==> src/rtl/llc_snoop_responder.sv <==
// Snoop-side controller for the last-level cache: looks up snooped lines, computes the
// snoop result and next MESI state, and issues L1 messages and HITM writebacks.
module llc_snoop_responder #(
    parameter int          ADDR_W     = 32,
    parameter logic [3:0]  CACHE_ID   = 4'h0,
    parameter int          LINE_OFF_W = 6
) (
    input  logic              clk,
    input  logic              rst,
    input  logic              snp_valid,
    output logic              snp_ready,
    input  logic [2:0]        snp_op,
    input  logic [ADDR_W-1:0] snp_addr,
    input  logic [3:0]        snp_id,
    output logic              lkp_req,
    output logic [ADDR_W-1:0] lkp_addr,
    input  logic              lkp_valid,
    input  logic              lkp_hit,
    input  logic [1:0]        lkp_state,
    output logic              upd_valid,
    output logic [ADDR_W-1:0] upd_addr,
    output logic [1:0]        upd_state,
    output logic              rsp_valid,
    output logic [1:0]        rsp_result,
    output logic [ADDR_W-1:0] rsp_addr,
    output logic              l1_valid,
    input  logic              l1_ready,
    output logic [2:0]        l1_msg,
    output logic [ADDR_W-1:0] l1_addr,
    output logic              wb_valid,
    input  logic              wb_ready,
    output logic [2:0]        wb_op,
    output logic [ADDR_W-1:0] wb_addr,
    output logic [31:0]       snoop_cnt,
    output logic [31:0]       hitm_cnt,
    output logic              err_proto,
    output logic              err_op
);

    localparam logic [2:0] OP_READ       = 3'd1;
    localparam logic [2:0] OP_WRITE      = 3'd2;
    localparam logic [2:0] OP_INVALIDATE = 3'd3;
    localparam logic [2:0] OP_RWIM       = 3'd4;

    localparam logic [2:0] MSG_GETLINE = 3'd1;
    localparam logic [2:0] MSG_INVLINE = 3'd3;

    localparam logic [1:0] ST_I = 2'd0;
    localparam logic [1:0] ST_S = 2'd1;
    localparam logic [1:0] ST_E = 2'd2;
    localparam logic [1:0] ST_M = 2'd3;

    localparam logic [1:0] RES_NOHIT = 2'd0;
    localparam logic [1:0] RES_HIT   = 2'd1;
    localparam logic [1:0] RES_HITM  = 2'd2;

    localparam logic [ADDR_W-1:0] LINE_MASK = {ADDR_W{1'b1}} << LINE_OFF_W;
    localparam logic [31:0]       CNT_MAX   = 32'hFFFF_FFFF;

    typedef enum logic [2:0] {IDLE, LOOKUP, DECIDE, L1_GET, L1_INV, WB, RESP} state_e;

    state_e            state, state_next;
    logic [2:0]        op_q;
    logic [ADDR_W-1:0] addr_q;
    logic [ADDR_W-1:0] line_addr;
    logic [1:0]        line_q;
    logic              lkp_first;
    logic              foreign, legal;

    logic [1:0] dec_result;
    logic [1:0] upd_new;
    logic       need_get, need_inv, need_wb, upd_due, proto_bad;

    assign line_addr = addr_q & LINE_MASK;
    assign foreign   = (snp_id != CACHE_ID);
    assign legal     = (snp_op >= OP_READ) && (snp_op <= OP_RWIM);
    assign snp_ready = (state == IDLE) && !rst;

    // Snoop decision from the captured op and the looked-up line state (a miss is held as I).
    always_comb begin
        dec_result = RES_NOHIT;
        need_get   = 1'b0;
        need_inv   = 1'b0;
        need_wb    = 1'b0;
        upd_due    = 1'b0;
        upd_new    = ST_I;
        proto_bad  = 1'b0;
        case (op_q)
            OP_READ: begin
                case (line_q)
                    ST_S: dec_result = RES_HIT;
                    ST_E: begin
                        dec_result = RES_HIT;
                        upd_due    = 1'b1;
                        upd_new    = ST_S;
                    end
                    ST_M: begin
                        dec_result = RES_HITM;
                        need_get   = 1'b1;
                        need_wb    = 1'b1;
                        upd_due    = 1'b1;
                        upd_new    = ST_S;
                    end
                    default: ;
                endcase
            end
            OP_RWIM: begin
                if (line_q != ST_I) begin
                    dec_result = (line_q == ST_M) ? RES_HITM : RES_HIT;
                    need_get   = (line_q == ST_M);
                    need_wb    = (line_q == ST_M);
                    need_inv   = 1'b1;
                    upd_due    = 1'b1;
                    upd_new    = ST_I;
                end
            end
            OP_INVALIDATE: begin
                if (line_q == ST_S) begin
                    dec_result = RES_HIT;
                    need_inv   = 1'b1;
                    upd_due    = 1'b1;
                    upd_new    = ST_I;
                end
                proto_bad = (line_q == ST_E) || (line_q == ST_M);
            end
            default: ;
        endcase
    end

    always_comb begin
        state_next = state;
        lkp_req    = 1'b0;
        l1_valid   = 1'b0;
        l1_msg     = 3'd0;
        wb_valid   = 1'b0;
        rsp_valid  = 1'b0;
        upd_valid  = 1'b0;
        case (state)
            IDLE: begin
                if (snp_valid && foreign && legal)
                    state_next = (snp_op == OP_WRITE) ? RESP : LOOKUP;
            end
            LOOKUP: begin
                lkp_req = lkp_first;
                if (lkp_valid && !lkp_first)
                    state_next = DECIDE;
            end
            DECIDE: begin
                if (need_get)      state_next = L1_GET;
                else if (need_inv) state_next = L1_INV;
                else if (need_wb)  state_next = WB;
                else               state_next = RESP;
            end
            L1_GET: begin
                l1_valid = 1'b1;
                l1_msg   = MSG_GETLINE;
                if (l1_ready) begin
                    if (need_inv)     state_next = L1_INV;
                    else if (need_wb) state_next = WB;
                    else              state_next = RESP;
                end
            end
            L1_INV: begin
                l1_valid = 1'b1;
                l1_msg   = MSG_INVLINE;
                if (l1_ready)
                    state_next = need_wb ? WB : RESP;
            end
            WB: begin
                wb_valid = 1'b1;
                if (wb_ready)
                    state_next = RESP;
            end
            RESP: begin
                rsp_valid  = 1'b1;
                upd_valid  = upd_due;
                state_next = IDLE;
            end
            default: state_next = IDLE;
        endcase
    end

    // Payloads are forced to zero whenever their strobe is low.
    assign lkp_addr   = lkp_req   ? line_addr  : '0;
    assign l1_addr    = l1_valid  ? line_addr  : '0;
    assign wb_addr    = wb_valid  ? line_addr  : '0;
    assign wb_op      = wb_valid  ? OP_WRITE   : 3'd0;
    assign rsp_addr   = rsp_valid ? addr_q     : '0;
    assign rsp_result = rsp_valid ? dec_result : RES_NOHIT;
    assign upd_addr   = upd_valid ? line_addr  : '0;
    assign upd_state  = upd_valid ? upd_new    : ST_I;

    always_ff @(posedge clk or posedge rst) begin
        if (rst) begin
            state     <= IDLE;
            op_q      <= 3'd0;
            addr_q    <= '0;
            line_q    <= ST_I;
            lkp_first <= 1'b0;
        end else begin
            state     <= state_next;
            lkp_first <= (state_next == LOOKUP) && (state != LOOKUP);
            if (state == IDLE && snp_valid) begin
                op_q   <= snp_op;
                addr_q <= snp_addr;
                line_q <= ST_I;
            end
            if (state == LOOKUP && !lkp_first && lkp_valid)
                line_q <= lkp_hit ? lkp_state : ST_I;
        end
    end

    always_ff @(posedge clk or posedge rst) begin
        if (rst) begin
            snoop_cnt <= 32'd0;
            hitm_cnt  <= 32'd0;
            err_proto <= 1'b0;
            err_op    <= 1'b0;
        end else begin
            if (state == IDLE && snp_valid && foreign) begin
                if (!legal)
                    err_op <= 1'b1;
                else if (snoop_cnt != CNT_MAX)
                    snoop_cnt <= snoop_cnt + 32'd1;
            end
            if (state == DECIDE && proto_bad)
                err_proto <= 1'b1;
            if (state == RESP && dec_result == RES_HITM && hitm_cnt != CNT_MAX)
                hitm_cnt <= hitm_cnt + 32'd1;
        end
    end

endmodule
==> config.mk <==
export PLATFORM = sky130hd
export DESIGN_NAME = llc_snoop_responder
export DESIGN_NICKNAME = d
export VERILOG_FILES = /design/src/rtl/llc_snoop_responder.sv
export SDC_FILE = /design/constraint.sdc
export NUM_CORES = 1
export LEC_CHECK = 0
export ABC_CLOCK_PERIOD_IN_PS = 3900
export BUFFER_PORTS_ARGS = -buffer_cell sky130_fd_sc_hd__buf_4
export CORE_MARGIN = 8
export CORE_UTILIZATION = 40
export CTS_BUF_LIST = sky130_fd_sc_hd__clkbuf_4 sky130_fd_sc_hd__clkbuf_8 sky130_fd_sc_hd__clkbuf_16
export CTS_CLUSTER_DIAMETER = 40
export DETAILED_ROUTE_END_ITERATION = 7
export PLACE_DENSITY = 0.75
export REMOVE_ABC_BUFFERS = 1
export SYNTH_ARGS = -nofsm -noshare
export SYNTH_HDL_FRONTEND = slang
export SYNTH_SLANG_ARGS = --single-unit
export TNS_END_PERCENT = 20
==> constraint.sdc <==
create_clock -name clk -period 3.9 [get_ports clk]
set_clock_uncertainty 0.15 [all_clocks]
set_input_delay 0.39 -clock clk [delete_from_list [all_inputs] [get_ports clk]]
set_output_delay 0.39 -clock clk [all_outputs]
set_load 0.1 [all_outputs]
==> impl_metrics.ini <==
[critical_path]
crit_arrival_ns = 2.54
slowest_delay_ns = 0.68
critPathCaptureType = output pin
crit_path_end = rsp_addr[17]
crit_type = reg2out
cp_num_cells = 4
crit-reg2reg-launch = line_q[0]$_DFFE_PP0P_
crit_fanout = 33
cp_top_family = buffers and inverters
reg2regPathDepth = 7
required_ns = 3.36
reg2reg_to = hitm_cnt[14]$_DFFE_PP0P_
startpoint_type = flip-flop
path_buf_inv = 2
startpoint = state[0]$_DFF_PP0_
rrSetupSlack_ns = 1.01
path_cells = nand3b_2 -> inv_1 -> and2_1 -> buf_4
critPathSlowestCell = inv_1

[finish]
final_cells = 1104
final_util_pct = 55.8
nets = 937
post_route_cells_drive_above_1_share_pct = 38.8
syn2layout_area_growth_pct = 38.1

[floorplanning]
die_area_sq_mm = 0.0202
io_pins = 290
start_util_pct = 40.4
core.rowCount = 46
coreArea_sq_mm = 0.0157
dieWidth_microns = 142
die_h_microns = 142

[global_route]
grt_max_degree = 70
grt_pass1_wl_microns = 29600
track_usage_pct = 18.6
first_global_vias = 5298
grt_overflow = 0
grt_antenna_before_repair = 1

[clocking]
cts_resized = 0
post_cts_buffers = 0
postCtsHoldBufs = 0
cts_buffers = 9
cts_max_level = 3
cts.sinks = 107
cts-root-buf = clkbuf_16
worst_skew_pair.late_latency_ns = 0.35
path_clk_slew_ns = 0.07
cts_tree = built
clockBufferDepth = 2

[route]
drt-wirelength-per-cell_microns = 17.4
drtAntennaViolNets = 0
post-route-drc-count = 0
drt_iter0_drc = 193
via_per_inst = 4.84
dr.pass1.iters = 4
routed_wl_microns = 19200
vias = 5346

[synth]
synth_top_flop_cell = dfrtp_1
synth_area_leaders = dfrtp_1 (42%), and2_1 (14%), mux2_2 (7.1%), xnor2_1 (4.7%), buf_4 (3.5%)
syn_area_per_cell_sq_um = 10.1
synthArstFlopShare_pct = 100
syn_area_sq_mm = 0.00635
synth_common_cells = and2_1 (140), dfrtp_1 (107), mux2_2 (40), xnor2_1 (34)
yosys.area.top_type = dfrtp_1
yosysMostFrequentCell = and2_1
synth-edff-count = 0
synth.distinct_cells = 55
synth_top_area_share_pct = 42.2
synth_seq_cells = 107
seq_area_frac_synth_pct = 42.2
synth_cells = 631
ys.warnings.count = 0

[sta]
relSlewSlack_pct = 33.6
fin_crit_sh_pct = 79.0
finalHoldViolCount = 0
worst_pin_slew_ns = 0.995
period_needed_ns = 3.08
rsz0062_at_grt = false
fmax_mhz = 324
finalSetupViolCount = 0
slew_violations = 0

[power]
seqPwrFrac_pct = 24.1
peakVddDrop_v = 0.000626
p_switching_w = 0.00412
powerDensity_mw_per_mm2 = 800
power.internal_w = 0.00289
p_leak_nw = 4.38
power_frac_clock_pct = 15.1
pwr-share-comb_pct = 60.9
switching_share_pct = 58.7
power_w = 0.00701

[place]
dpl.cell_count = 1087
place_congestion = 0.829
portBuffers = 261
dp_hpwl_microns = 14900

[status]
status = finished clean

[min_path]
hp-class = in2async

[flow_run]
drv_cap = 0
-- registers in the layout (all words and copies together) (netlist names) --
signal / cells
state: 3
hitm_cnt: 32
line_q: 2
lkp_first: 1
op_q: 3
snoop_cnt: 32
err_proto: 1
addr_q: 32
err_op: 1
-- area by class of cell --
type | count | area [sq um]
repair buffers | 268 | 2010
flip-flops and latches | 107 | 2680
clock buffers | 9 | 225
multi-input cells | 487 | 3420
fillers | 1440 | 6950
diodes | 1 | 2.50
inverters | 9 | 36.3
clock inverters | 7 | 123
well taps | 216 | 270
-- layer usage --
layer | global-route usage, % | wire [microns] | vias to the layer above
met3 | 5.57 | 1500 | 21
li1 | - | - | 2630
met1 | 20.8 | 7540 | 2504
met4 | 8.14 | 446 | 0
met2 | 32.1 | 9720 | 191
met5 | 0 | 0 | -
-- layout by cell type, fill, tap and decap left out, drive strengths merged, types with 5 or more instances in the layout --
master and instances:
a21oi 5, nor4b 6, ha 7, nand3 30, nor3b 7, nand4 23, nor4 13, nand2 28
inv 11, and2 140, conb 28, and4 7, clkbuf 9, nor2 15, xnor2 34, and3 16
mux2 40, buf 268, xor2 25, dfrtp 107, nor3 17
-- stage by stage --
step	setup slack, ns	area, sq um	TNS (ns)	hold WS (ns)
3_5_place_dp	1.03	8410	0	0.321
4_1_cts	0.774	8760	0	0.0979
5_1_grt	0.636	8760	0	0.106
2_1_floorplan	-2.41	6120	-185.07	0.322
3_3_place_gp	1.09	8410	0	0.308
6_report	0.818	8760	0	0.0663
-- power by group through the flow --
| stage | Sequential (W) | Combinational [W] | Clock, W |
|---|---|---|---|
| floorplan | 0.00177 | 0.00330 | 0 |
| global placement | 0.00170 | 0.00427 | 0 |
| detailed placement | 0.00171 | 0.00430 | 0 |
| CTS | 0.00169 | 0.00430 | 0.00109 |
| global route | 0.00175 | 0.00443 | 0.00113 |
| finish | 0.00169 | 0.00427 | 0.00106 |
-- how the worst min path moves through the flow --
stage / from / endpoint / slack (ns)
2_1_floorplan: addr_q[0]$_DFFE_PP0P_ / addr_q[0]$_DFFE_PP0P_ / 0.32
3_3_place_gp: err_op$_DFFE_PP0P_ / err_op$_DFFE_PP0P_ / 0.31
3_5_place_dp: err_op$_DFFE_PP0P_ / err_op$_DFFE_PP0P_ / 0.32
4_1_cts: snp_addr[7] / addr_q[7]$_DFFE_PP0P_ / 0.1
5_1_grt: snp_addr[13] / addr_q[13]$_DFFE_PP0P_ / 0.11
6_report: rst / addr_q[11]$_DFFE_PP0P_ / 0.07
-- logic make-up after synthesis --
kind of cell / Yosys count / share of synthesized area (%)
AO/OA/AOI/OAI: 27 / 3.35
XOR/XNOR: 59 / 8.14
adder cells (fa/ha/maj): 7 / 1.38
buffers and inverters: 64 / 5.79
flip-flops: 107 / 42.2
multiplexers: 40 / 7.09
other: 1 / 0.0591
AND/OR/NAND/NOR: 326 / 32.0
Note: power is estimated with default switching activity, not from simulation.
